==> src/rtl/fxp_div_seq.sv <==
// Sequential signed fixed-point divider: out = ina / inb, with rounding and saturation.
// Latency WN+2 cycles (one restoring step per clock). A result is held until out_ready; nothing new is accepted until then.
module fxp_div_seq #(
    parameter int A_width_int       = 8,
    parameter int A_width_frac      = 8,
    parameter int B_width_int       = 8,
    parameter int B_width_frac      = 8,
    parameter int output_width_int  = 8,
    parameter int output_width_frac = 8,
    parameter int ROUND             = 1
) (
    input  logic                                         clk,
    input  logic                                         rstn,
    input  logic                                         in_valid,
    output logic                                         in_ready,
    input  logic [A_width_int+A_width_frac-1:0]          ina,
    input  logic [B_width_int+B_width_frac-1:0]          inb,
    output logic                                         out_valid,
    input  logic                                         out_ready,
    output logic [output_width_int+output_width_frac-1:0] out,
    output logic                                         overflow,
    output logic                                         divzero
);
    localparam int WA   = A_width_int + A_width_frac;
    localparam int WB   = B_width_int + B_width_frac;
    localparam int WO   = output_width_int + output_width_frac;
    localparam int S    = output_width_frac + B_width_frac - A_width_frac + 1;
    localparam int WN   = WA + S;
    localparam int CW   = ((WN > WO) ? WN : WO) + 1;
    localparam int CNTW = $clog2(WN + 1);

    localparam logic [CW-1:0] LIM_NEG = CW'(1) << (WO - 1);
    localparam logic [CW-1:0] LIM_POS = LIM_NEG - CW'(1);
    localparam logic [WO-1:0] MAX_POS = {1'b0, {(WO-1){1'b1}}};
    localparam logic [WO-1:0] MIN_NEG = {1'b1, {(WO-1){1'b0}}};

    typedef enum logic [1:0] {IDLE, DIV, FIN, DONE} state_t;
    state_t state, state_nxt;

    logic            sign_q, sign_a, zero_b;
    logic [WN-1:0]   num, quo;
    logic [WB-1:0]   dvs;
    logic [WB:0]     rem;
    logic [CNTW-1:0] cnt;
    logic [WO-1:0]   out_r;
    logic            ovf_r, dz_r;

    logic            accept;
    logic [WA-1:0]   abs_a;
    logic [WB-1:0]   abs_b;
    logic [WB+1:0]   r_sh;
    logic [WB:0]     r_diff;
    logic            ge;
    logic [CW-1:0]   mag;
    logic [WO-1:0]   fin_out;
    logic            fin_ovf;

    assign in_ready  = (state == IDLE);
    assign out_valid = (state == DONE);
    assign accept    = in_valid && in_ready;
    assign out       = out_r;
    assign overflow  = ovf_r;
    assign divzero   = dz_r;

    // The most-negative operand maps to 100..0, which is its correct unsigned magnitude.
    assign abs_a = ina[WA-1] ? (~ina + 1'b1) : ina;
    assign abs_b = inb[WB-1] ? (~inb + 1'b1) : inb;

    assign r_sh   = {rem, num[WN-1]};
    assign ge     = (r_sh >= {2'b00, dvs});
    assign r_diff = r_sh[WB:0] - {1'b0, dvs};

    // Quotient LSB sits half an output LSB below the result and acts as the round bit.
    assign mag = CW'(quo[WN-1:1]) + CW'((ROUND != 0) && quo[0]);

    always_comb begin
        fin_out = '0;
        fin_ovf = 1'b0;
        if (zero_b) begin
            fin_out = sign_a ? MIN_NEG : MAX_POS;
            fin_ovf = 1'b1;
        end else if (!sign_q) begin
            if (mag > LIM_POS) begin
                fin_out = MAX_POS;
                fin_ovf = 1'b1;
            end else begin
                fin_out = mag[WO-1:0];
            end
        end else begin
            if (mag > LIM_NEG) begin
                fin_out = MIN_NEG;
                fin_ovf = 1'b1;
            end else begin
                fin_out = ~mag[WO-1:0] + 1'b1;
            end
        end
    end

    always_ff @(posedge clk or negedge rstn) begin
        if (!rstn) state <= IDLE;
        else       state <= state_nxt;
    end

    always_comb begin
        state_nxt = state;
        case (state)
            IDLE:    if (accept) state_nxt = DIV;
            DIV:     if (cnt == CNTW'(1)) state_nxt = FIN;
            FIN:     state_nxt = DONE;
            DONE:    if (out_ready) state_nxt = IDLE;
            default: state_nxt = IDLE;
        endcase
    end

    always_ff @(posedge clk or negedge rstn) begin
        if (!rstn) begin
            sign_q <= 1'b0;
            sign_a <= 1'b0;
            zero_b <= 1'b0;
            num    <= '0;
            quo    <= '0;
            dvs    <= '0;
            rem    <= '0;
            cnt    <= '0;
            out_r  <= '0;
            ovf_r  <= 1'b0;
            dz_r   <= 1'b0;
        end else begin
            case (state)
                IDLE: if (accept) begin
                    sign_q <= ina[WA-1] ^ inb[WB-1];
                    sign_a <= ina[WA-1];
                    zero_b <= (inb == '0);
                    num    <= {abs_a, {S{1'b0}}};
                    dvs    <= abs_b;
                    rem    <= '0;
                    quo    <= '0;
                    cnt    <= CNTW'(WN);
                end
                DIV: begin
                    rem <= ge ? r_diff : r_sh[WB:0];
                    quo <= {quo[WN-2:0], ge};
                    num <= {num[WN-2:0], 1'b0};
                    cnt <= cnt - CNTW'(1);
                end
                FIN: begin
                    out_r <= fin_out;
                    ovf_r <= fin_ovf;
                    dz_r  <= zero_b;
                end
                default: ;
            endcase
        end
    end
endmodule

==> config.mk <==
export PLATFORM = sky130hd
export DESIGN_NAME = fxp_div_seq
export DESIGN_NICKNAME = d
export VERILOG_FILES = /design/src/rtl/fxp_div_seq.sv
export SDC_FILE = /design/constraint.sdc
export NUM_CORES = 1
export LEC_CHECK = 0
export ABC_CLOCK_PERIOD_IN_PS = 6300
export CAP_MARGIN = 20
export CORE_MARGIN = 2
export CORE_UTILIZATION = 40
export CTS_CLUSTER_DIAMETER = 40
export DETAILED_ROUTE_END_ITERATION = 8
export PLACE_DENSITY = 0.64
export SLEW_MARGIN = 20
export SYNTH_ARGS = -nofsm -noshare
export SYNTH_HDL_FRONTEND = slang
export SYNTH_SLANG_ARGS = --single-unit
==> constraint.sdc <==
create_clock -name clk -period 6.3 [get_ports clk]
set_input_delay 1.89 -clock clk [delete_from_list [all_inputs] [get_ports clk]]
set_output_delay 1.89 -clock clk [all_outputs]
set_load 0.03 [all_outputs]
Word-level counts from Yosys, hierarchy flattened:

Index checks and enable logic that the tools add are counted.

* flip-flop bits (word level): 111
* word-level logic and storage cells: 63

* $add $sub $neg: 6
* magnitude comparators: 3
* eq/ne operators: 7
* multiplexer cells: 24
* bitwise logic cells: 4
* reductions and logical operators: 7

Operator list (count)
* 2-to-1 mux 16 bit: 7
* case mux 25 bit (2 select lines): 2
* 2-to-1 mux 25 bit: 2
* adder 16 x 1 -> 16 bit (second input constant): 3
* NOT 16 bit: 3
* 2-to-1 mux 17 bit: 2
* case mux 17 bit (2 select lines): 1
* adder 24 x 1 -> 25 bit: 1
* greater-than comparator 25 x 15 -> 1 bit (second input constant): 1
* greater-than comparator 25 x 16 -> 1 bit (second input constant): 1
* greater-or-equal comparator 18 x 16 -> 1 bit: 1
* subtractor 17 x 16 -> 17 bit: 1
* zero test 16 bit: 1
* case mux 5 bit (2 select lines): 1
* case mux 2 bit (4 select lines): 1
* 2-to-1 mux 2 bit: 3
* equality test 5 x 1 -> 1 bit (second input constant): 1
* 2-to-1 mux 5 bit: 1
* subtractor 5 x 1 -> 5 bit (second input constant): 1
* equality test 2 bit (second input constant): 2
* 2-to-1 mux 1 bit: 4
* inequality test 2 x 1 -> 1 bit (second input constant): 2
* AND reduction 2 bit: 2
* AND reduction 3 bit: 1
* 6 further kinds: 6

Longest topological paths before layout:

Gate-level depths: netlist of run 1.

* depth after elaboration: 6
* depth in mapped cells: 13
* mapped depth without buffers: 12

Least setup slack after synthesis of run 1:

OpenSTA, ideal clock, no wires.

* path kind: input -> register
* from: input inb[6]
* to: register dvs[13]
* setup time: 0.129 ns
* arrival time: 3.717 ns
* setup slack: 2.454 ns
* cell stages on the path: 6
* path buffers: 0
* cell sequence: or4_1 -> or4_1 -> or2_2 -> o41ai_1 -> xor2_1 -> o21ai_1

* word-level cells in the longest chain between the ends: 3

RTL lines
* start, declared: RTL line 17 `input logic [B_width_int+B_width_frac-1:0] inb,`
* NOT 16 bit: RTL line 67 `assign abs_b = inb[WB-1] ? (~inb + 1'b1) : inb;`
* adder 16 x 1 -> 16 bit: RTL line 67
* 2-to-1 mux 16 bit: RTL line 67
* end signal, assigned: RTL line 135 `dvs <= abs_b;`
* end, declared: RTL line 42 `logic [WB-1:0] dvs;`

No other way between the ends.
A chain may end at the register's enable or synchronous reset.

Worst setup path in the final report of run 1:

* from: input inb[5]
* to: register dvs[13]

Same word-level chain as after synthesis.

==> results of run 1 <==
==> critical path: cells and delay by family <==
kind | cells | cell delay, ns
AND/OR/NAND/NOR | 3 | 1.40
buffers and inverters | 1 | 0.45
AO/OA/AOI/OAI | 2 | 0.37
XOR/XNOR | 1 | 0.18
==> final timing paths <==
kind                                startpoint                   to  slack [ns]  cells past startpoint
min                         dvs[5]$_DFFE_PN0P_   dvs[5]$_DFFE_PN0P_        0.48                      2
min reg2reg                 dvs[5]$_DFFE_PN0P_   dvs[5]$_DFFE_PN0P_        0.48                      2
max                                     inb[5]  dvs[13]$_DFFE_PN0P_        2.24                      7
min in group asynchronous                 rstn  quo[19]$_DFFE_PN0P_        1.44                      1
max in group asynchronous                 rstn   rem[0]$_DFFE_PN0P_        4.18                      2
max reg2reg                num[24]$_DFFE_PN0P_   rem[1]$_DFFE_PN0P_        2.53                     12
==> power breakdown <==
| group | total (uW) | switching, uW | internal (uW) | leakage [uW] |
|---|---|---|---|---|
| sequential | 1100 | 202 | 899 | 0.00130 |
| clock | 587 | 272 | 314 | 0.000148 |
| combinational | 2350 | 1360 | 986 | 0.00198 |
| total | 4040 | 1840 | 2200 | 0.00343 |
==> state kept, by name, summed over array words and instances (netlist names), 2 cells and up <==
signal	cells
state	2
cnt	5
quo	25
num	16
rem	17
out	16
dvs	16
==> cell usage after synthesis (all sizes together) (3+ instances only) <==
library cell  number  area share [%]
a211o              3            0.38
o2111ai            4            0.51
nor2              50             2.8
a21o               5            0.55
a21oi             53             3.9
xor2              39             5.0
ha                28             5.1
nand2b            15             1.4
nor4              12             1.2
o21a               4            0.44
clkbuf            30             1.7
a22o              24             3.1
or2                4            0.40
inv               38             2.1
and3               5            0.45
o21ai             85             6.2
mux2               3            0.49
a211oi             6            0.80
xnor2             27             3.4
o31ai             10             1.1
a31oi              7            0.64
or4                6            0.65
nand2             92             5.1
nand4             15             1.8
nor3              19             1.9
nand3             22             1.7
buf               15             1.1
mux2i             17             2.5
o41ai              3            0.38
or3                8            0.73
dfrtp            102              37
o21bai             3            0.33
o221ai             4            0.60
nor2b              7            0.64
o311ai             3            0.38
==> placed cells by master (no fill, tap or decap), types with 4 or more instances in the layout <==
cell	netlist	layout
nand2_1	91	91
buf_4	4	6
o2111ai_1	4	4
a21o_1	5	5
clkbuf_16	0	9
a21oi_1	53	53
o31ai_1	10	10
nor3_1	15	15
nor4_1	11	11
or4_1	6	6
o21ai_0	82	82
nor2_1	49	49
nor2b_1	7	7
xor2_1	39	39
dfrtp_1	102	102
a211oi_1	4	4
a22o_1	24	24
inv_1	38	38
xnor2_1	27	27
clkdlybuf4s50_1	0	54
a31oi_1	7	7
nand2b_1	15	15
nand4_1	13	13
ha_1	28	28
and3_1	5	5
mux2i_1	17	17
or3_1	8	8
nand3_1	21	21
==> metal layers <==
metal  track usage [%]  vias to the layer above  wire (um)  part of all wire [%]
li1                  -                     2914          -                     -
met1              25.7                     2764       7900                    50
met2              29.0                      104       7140                    45
met3              2.32                       17        543                   3.4
met4              5.96                        0        221                   1.4
met5                 0                        -          0                     0
==> cells by family after synthesis <==
family / after synthesis / share of synthesized area, %
XOR/XNOR: 66 / 8.39
AO/OA/AOI/OAI: 230 / 21.3
flip-flops: 102 / 37.1
AND/OR/NAND/NOR: 267 / 20.0
buffers and inverters: 84 / 4.92
multiplexers: 20 / 2.96
adder cells (fa/ha/maj): 29 / 5.38
==> cell type report <==
cell class | count | area (um^2) | share of cell area [%]
Sequential cell | 102 | 2550 | 32.4
Inverter | 39 | 146 | 1.86
Multi-Input combinational cell | 612 | 4000 | 50.7
Clock inverter | 7 | 80.1 | 1.01
Clock buffer | 9 | 225 | 2.85
Tap cell | 220 | 275 | 3.49
Timing Repair Buffer | 61 | 613 | 7.77
==> through the flow <==
| step | total power [uW] | hold slack, ns | setup WS, ns | cell area [um^2] |
|---|---|---|---|---|
| final | 4040 | 0.485 | 2.24 | 7890 |
| after detailed placement | 3470 | 0.471 | 1.86 | 7560 |
| after global placement | 3430 | 0.460 | 1.88 | 7560 |
| after floorplan | 2900 | 0.450 | 2.45 | 6890 |
| after global routing | 4400 | 0.520 | 2.11 | 7890 |
| after CTS | 4060 | 0.488 | 2.24 | 7860 |
==> results.yml, run 1 <==
final_layout:
  drive_above_1_share_pct: 5.78
  fin_util_pct: 47.2
  num-nets-final: 890
  synthToLayoutAreaGrowth_pct: 14.6
  diodes: 0
  n_fill_cell: 1670
  fin_cells: 1050
placed_design:
  numPortBuffers: 55
  dp.cells: 1033
  hpwl_um: 11300
  finalWeightedCongestion: 0.838
setup_path:
  cp-start-kind: "primary input"
  max_stage_delay_ns: 0.58
  crit_fanout: 3
  critical_path_arrival_ns: 4.30
  path_cells: "clkdlybuf4s50_1 -> or4_1 -> or4_1 -> or2_2 -> o41ai_1 -> xor2_1 -> o21ai_1"
  path_common_cell: "or4_1"
  worstPathRequired_ns: 6.54
  endpoint_kind: "register"
  setup.worst_path.class: "primary input to register"
  slowest_stage: "or4_1"
clock_tree:
  cts_resized: 0
  path_clk_slew_ns: 0.08
  cts_tree: "done"
  cts_setup_buffers: 0
  cts_hold_buf: 0
  clock_sinks: 102
  clk-insertion-delay-late_ns: 0.36
  cts_root_buffer: "clkbuf_16"
  cts_buffers: 9
  cts_buffer_depth: 2
  cts.htree.levels: 3
global_routing:
  grt.total_usage_pct: 18.2
  grt_max_degree: 76
  grt_pass1_wl_um: 26900
  grt_pass1_vias: 5507
  grt-ovfl-total: 0
  antenna_found_initial: 0
sta:
  slew_violations: 0
  fmax_ghz: 0.246
  finalHoldViolations: 0
  fin_skew_ns: 0.00674
  setup_viol_count_final: 0
  period_share_pct: 64.5
  worst_slew_pin_slew_ns: 0.950
  relSlewSlack_pct: 36.6
  rsz0062_at_grt: "no"
  setup_tns_ns: 0
  layout_min_cycle_time_ns: 4.06
detailed_routing:
  wl_per_cell_um: 15.1
  drc: 0
  drt_iter0_markers: 266
  wl_um: 15800
  vias_per_cell: 5.52
  vias: 5799
  dr.pass1.iters: 5
  antenna_left: 0
power_and_ir_drop:
  p_leak_uw: 0.00343
  powerDensity_mw_per_mm2: 512
  ir_worst_vdd_mv: 0.218
logic_synthesis:
  synthFlopType: "dfrtp_1"
  yosysSeqAreaShare_pct: 37.1
  syn_area_mm2: 0.00689
  synth_cells: 798
  syn_avg_cell_area_um2: 8.63
  synth-edff-count: 0
  async_flop_share_pct: 100
  ys_ff_latch: 102
  syn_nets: 863
  synthDistinctLibCells: 73
  yosys_warnings: 0
floorplan:
  die-height_um: 135
  ios: 56
  dieArea_mm2: 0.0183
  core_mm2: 0.0167
  start_util_pct: 41.2
  dieWidth_um: 135
  rows: 47
min_path:
  hp-class: "register to register"
outcome:
  status: "finished, final reports clean"
flow_run:
  maxCapViolCount: 0
No activity file was read; power rests on OpenSTA's default activity.
==> inputs of run 2 (changes only) <==
--- a/config.mk
+++ b/config.mk
@@ -5,7 +5,7 @@
 export SDC_FILE = /design/constraint.sdc
 export NUM_CORES = 1
 export LEC_CHECK = 0
-export ABC_CLOCK_PERIOD_IN_PS = 6300
+export ABC_CLOCK_PERIOD_IN_PS = 4200
 export CAP_MARGIN = 20
 export CORE_MARGIN = 2
 export CORE_UTILIZATION = 40
==> constraint.sdc (replaced) <==
create_clock -name clk -period 4.2 [get_ports clk]
set_input_delay 1.26 -clock clk [delete_from_list [all_inputs] [get_ports clk]]
set_output_delay 1.26 -clock clk [all_outputs]
set_load 0.03 [all_outputs]
==> results.yml, run 2 (synthesis results as in run 1) <==
outcome:
  status: "finished, final reports clean"
detailed_routing:
  wl_per_cell_um: 14.9
  vias: 5887
  vias_per_cell: 5.59
  antenna_left: 0
  wl_met3_um: 633
  wl_met1_um: 7840
  wl_um: 15700
  dr.pass1.iters: 5
  drc: 0
  drt_iter0_markers: 381
  wl_met2_um: 6940
  top_layer: "met4"
setup_path:
  worstPathRequired_ns: 4.43
  critical_path_arrival_ns: 3.68
  cp-start-kind: "register"
  crit_fanout: 9
  setup.worst_path.class: "register to register"
  cp-startpoint: "quo[0]$_DFFE_PN0P_"
  endpoint_kind: "register"
  r2r_end: "out[7]$_DFFE_PN0P_"
  rrSetupSlack_ns: 0.75
  reg2reg_from: "quo[0]$_DFFE_PN0P_"
  r2r_cells: 11
floorplan:
  rows: 47
  start_util_pct: 41.2
  ios: 56
  die-height_um: 135
  core_mm2: 0.0167
  dieWidth_um: 135
  dieArea_mm2: 0.0183
final_layout:
  synthToLayoutAreaGrowth_pct: 14.4
  top_regs: "quo x25, rem x17"
  fin_cells: 1053
  layout_commonest_cell: "dfrtp_1"
  diodes: 0
  layout_common_cells: "102 x dfrtp_1, 91 x nand2_1, 82 x o21ai_0"
  drive_above_1_share_pct: 6.12
  seqCellArea_mm2: 0.00255
  largest_reg_flops: 25
  n_fill_cell: 1664
  num-nets-final: 893
  fin_util_pct: 47.2
  multi_input_area_mm2: 0.00400
  largest-register: "quo"
sta:
  finalHoldViolations: 0
  setup_tns_ns: 0
  rsz0062_at_grt: "no"
  period_share_pct: 82.2
  layout_min_cycle_time_ns: 3.45
  relSlewSlack_pct: 48.0
  fmax_ghz: 0.290
  setup_viol_count_final: 0
  slew_violations: 0
  fin_skew_ns: 0.0113
  worst_slew_pin_slew_ns: 0.779
global_routing:
  antenna_found_initial: 0
  grt.total_usage_pct: 18.5
  grt_max_degree: 55
  grt_pass1_wl_um: 27600
  grt-ovfl-total: 0
  grt_pass1_vias: 5686
clock_tree:
  cts_setup_buffers: 0
  cts_hold_buf: 0
  cts_root_buffer: "clkbuf_16"
  cts_tree: "done"
  cts_buffers: 9
  cts.htree.levels: 3
  clk-insertion-delay-late_ns: 0.36
  cts_resized: 0
  clock_sinks: 102
  path_clk_slew_ns: 0.08
  cts_buffer_depth: 2
placed_design:
  numPortBuffers: 55
  hpwl_um: 11400
  finalWeightedCongestion: 0.853
  dp.cells: 1037
flow_run:
  maxCapViolCount: 0
power_and_ir_drop:
  p_leak_uw: 0.00343
  powerDensity_mw_per_mm2: 765
  ir_worst_vdd_mv: 0.327
min_path:
  holdPathEnd: "dvs[10]$_DFFE_PN0P_"
  hp-class: "register to register"
  hold_depth: 2
  hp-start: "dvs[10]$_DFFE_PN0P_"
-- run 2: cell count changes in the layout (fill, tap and decap cells not counted) --
cell        delta
buf_16         -1
clkinvlp_4     +1
inv_6          -1
buf_12         +1
clkinv_4       +1
bufinv_16      -1
buf_4          +3
-- run 2: worst max path at each step --
stage                               end  slack (ns)  cells after the start
finish               out[7]$_DFFE_PN0P_        0.75                     11
floorplan           dvs[13]$_DFFE_PN0P_        0.98                      6
global route         out[7]$_DFFE_PN0P_        0.49                     11
global placement    dvs[13]$_DFFE_PN0P_        0.43                      7
detailed placement  dvs[13]$_DFFE_PN0P_        0.42                      7
CTS                  out[7]$_DFFE_PN0P_        0.75                     11
-- run 2: area by class of cell --
type,instances,area share (%)
tap,220,3.49
clock inverter,7,0.730
clock buffer,9,2.86
sequential,102,32.4
multi-input combinational,612,50.7
timing repair buffer,64,7.97
inverter,39,1.86
-- run 2: metal layers --
layer	vias to the layer above	track usage (%)
met5	-	0
met4	0	7.23
met3	22	2.58
met2	130	28.3
met1	2815	26.4
li1	2920	-
-- run 2: power breakdown --
part | leakage, uW | switching, uW | internal [uW]
Sequential | 0.00130 | 307 | 1350
Combinational | 0.00199 | 2050 | 1510
Clock | 0.000134 | 411 | 410
Total | 0.00343 | 2770 | 3270
-- run 2: critical path, cell delays in order (launching register included) --
cell and delay (ns):
dfrtp_1 0.39, ha_1 0.22, ha_1 0.36, nand4_1 0.33, nor2_2 0.34, nand2_2 0.09, a41oi_2 0.18, o221ai_2 0.19
or4_1 0.67, or2_4 0.32, a21oi_1 0.13, o311ai_1 0.10
-- run 2: through the flow --
step                power (uW)  setup WS (ns)  area, um^2  hold slack (ns)
floorplan                 4350          0.984        6890            0.450
global placement          5180          0.429        7600            0.465
detailed placement        5240          0.425        7600            0.472
CTS                       6080          0.750        7880            0.488
global route              6630          0.493        7880            0.505
finish                    6030          0.749        7880            0.478
==> inputs of run 3 (changes only) <==
--- a/config.mk
+++ b/config.mk
@@ -5,7 +5,7 @@
 export SDC_FILE = /design/constraint.sdc
 export NUM_CORES = 1
 export LEC_CHECK = 0
-export ABC_CLOCK_PERIOD_IN_PS = 4200
+export ABC_CLOCK_PERIOD_IN_PS = 3600
 export CAP_MARGIN = 20
 export CORE_MARGIN = 2
 export CORE_UTILIZATION = 40
==> constraint.sdc (replaced) <==
create_clock -name clk -period 3.6 [get_ports clk]
set_input_delay 1.08 -clock clk [delete_from_list [all_inputs] [get_ports clk]]
set_output_delay 1.08 -clock clk [all_outputs]
set_load 0.03 [all_outputs]
==> results.yml, run 3 (synthesis results as in run 1) <==
power_and_ir_drop:
  p_leak_uw: 0.00352
  powerDensity_mw_per_mm2: 906
  ir_worst_vdd_mv: 0.369
sta:
  setup_ws_ns: 0.218
  slew_violations: 0
  worst_slew_pin_slew_ns: 0.698
  layout_min_cycle_time_ns: 3.38
  relSlewSlack_pct: 53.0
  setup_tns_ns: 0
  rsz0062_at_grt: "no"
  fin_skew_ns: 0.00668
  setup_viol_count_final: 0
  fmax_ghz: 0.296
  period_share_pct: 93.9
  finalHoldViolations: 0
floorplan:
  core_mm2: 0.0167
  die-height_um: 135
  start_util_pct: 41.2
  dieWidth_um: 135
  ios: 56
  dieArea_mm2: 0.0183
  rows: 47
global_routing:
  grt_pass1_vias: 5733
  grt.total_usage_pct: 18.6
  grt-ovfl-total: 0
  grt_max_degree: 77
  grt_pass1_wl_um: 27800
  antenna_found_initial: 0
detailed_routing:
  antenna_left: 0
  drc: 0
  vias_per_cell: 5.46
  drt_iter0_markers: 334
  wl_um: 16000
  wl_per_cell_um: 15.0
  dr.pass1.iters: 5
  vias: 5825
final_layout:
  synthToLayoutAreaGrowth_pct: 16.8
  diodes: 0
  drive_above_1_share_pct: 7.33
  num-nets-final: 906
  n_fill_cell: 1654
  largest-register: "quo"
  largest_reg_flops: 25
  layout_common_cells: "102 x dfrtp_1, 91 x nand2_1, 82 x o21ai_0"
  fin_util_pct: 48.2
  layout_commonest_cell: "dfrtp_1"
  top_regs: "quo x25, rem x17"
clock_tree:
  cts_buffers: 9
  clock_sinks: 102
  cts_buffer_depth: 2
  cts_root_buffer: "clkbuf_16"
  path_clk_slew_ns: 0.07
  cts_resized: 0
  cts_hold_buf: 0
  clk-insertion-delay-late_ns: 0.35
  cts_tree: "done"
  cts_setup_buffers: 0
  cts.htree.levels: 3
flow_run:
  maxCapViolCount: 0
min_path:
  holdPathEnd: "dvs[2]$_DFFE_PN0P_"
  hp-start: "dvs[2]$_DFFE_PN0P_"
  hp-class: "register to register"
  hold_depth: 2
setup_path:
  max_stage_delay_ns: 0.67
  r2r_end: "out[7]$_DFFE_PN0P_"
  path_cells: "ha_1 -> ha_1 -> nand4_1 -> nor2_2 -> nand2_2 -> a41oi_2 -> o221ai_2 -> or4_1 -> or2_4 -> a21oi_1 -> o311ai_1"
  path_buf_inv: 0
  path_common_cell: "ha_1"
  reg2reg_from: "quo[0]$_DFFE_PN0P_"
  slowest_stage: "or4_1"
  r2r_cells: 11
  setup.worst_path.class: "register to register"
  crit_family: "simple AND/OR/NAND/NOR gates"
  rrSetupSlack_ns: 0.22
  cp-start-kind: "register"
  endpoint_kind: "register"
  worstPathRequired_ns: 3.81
  critical_path_arrival_ns: 3.59
  crit_fanout: 9
placed_design:
  pre_cts_ws_ns: 0.0252
  hpwl_um: 11600
  finalWeightedCongestion: 0.893
  numPortBuffers: 55
outcome:
  status: "finished, final reports clean"
run 3: cell count changes in the layout (fill, tap and decap cells not counted):
cell / before / now
inv_8: 1 / 0
clkbuf_8: 0 / 1
clkinv_4: 2 / 0
buf_12: 1 / 3
clkinv_2: 1 / 0
inv_6: 1 / 2
clkinvlp_4: 2 / 0
clkbuf_1: 0 / 2
buf_4: 9 / 20
bufinv_16: 0 / 2
run 3: area by class of cell:
cell class	instances	area, um^2	area share [%]
Clock buffer	12	246	3.06
Timing Repair Buffer	77	751	9.33
Multi-Input combinational cell	612	4000	49.7
Inverter	39	146	1.82
Clock inverter	4	77.6	0.964
Tap cell	220	275	3.42
Sequential cell	102	2550	31.7
run 3: worst reg2reg max path: stages (launching register included):
cell	delay, ns
dfrtp_1	0.39
ha_1	0.23
ha_1	0.36
nand4_1	0.29
nor2_2	0.30
nand2_2	0.10
a41oi_2	0.18
o221ai_2	0.18
or4_1	0.67
or2_4	0.33
a21oi_1	0.14
o311ai_1	0.09
run 3: where the power goes:
group | switching (uW) | total [uW] | internal (uW)
clock network | 447 | 1080 | 635
logic | 2450 | 4300 | 1850
registers | 332 | 1910 | 1580
total | 3230 | 7290 | 4060
run 3: how the worst max path moves through the flow:
stage                                  start                   to  slack (ns)  depth (start not counted)
after floorplan                       inb[6]  dvs[13]$_DFFE_PN0P_        0.56                          6
after global placement                inb[6]  dvs[11]$_DFFE_PN0P_        0.03                          8
after detailed placement              inb[6]  dvs[13]$_DFFE_PN0P_        0.03                          7
after CTS                 quo[0]$_DFFE_PN0P_   out[7]$_DFFE_PN0P_        0.19                         11
after global routing      quo[0]$_DFFE_PN0P_   out[6]$_DFFE_PN0P_       0.009                         11
final                     quo[0]$_DFFE_PN0P_   out[7]$_DFFE_PN0P_        0.22                         11
run 3: through the flow:
step | area [um^2] | std cells | total power [uW] | hold slack (ns)
after floorplan | 6890 | 798 | 5070 | 0.450
after detailed placement | 7710 | 1049 | 6220 | 0.471
after global placement | 7710 | 1049 | 6160 | 0.462
after global routing | 8050 | 1066 | 7970 | 0.521
final | 8050 | 1066 | 7290 | 0.480
after CTS | 8040 | 1065 | 7330 | 0.487
run 3: routing by layer:
layer | wire length (um) | track usage [%]
met1 | 8080 | 26.6
met2 | 7180 | 29.5
met3 | 549 | 3.18
met4 | 193 | 4.46
met5 | 0 | 0
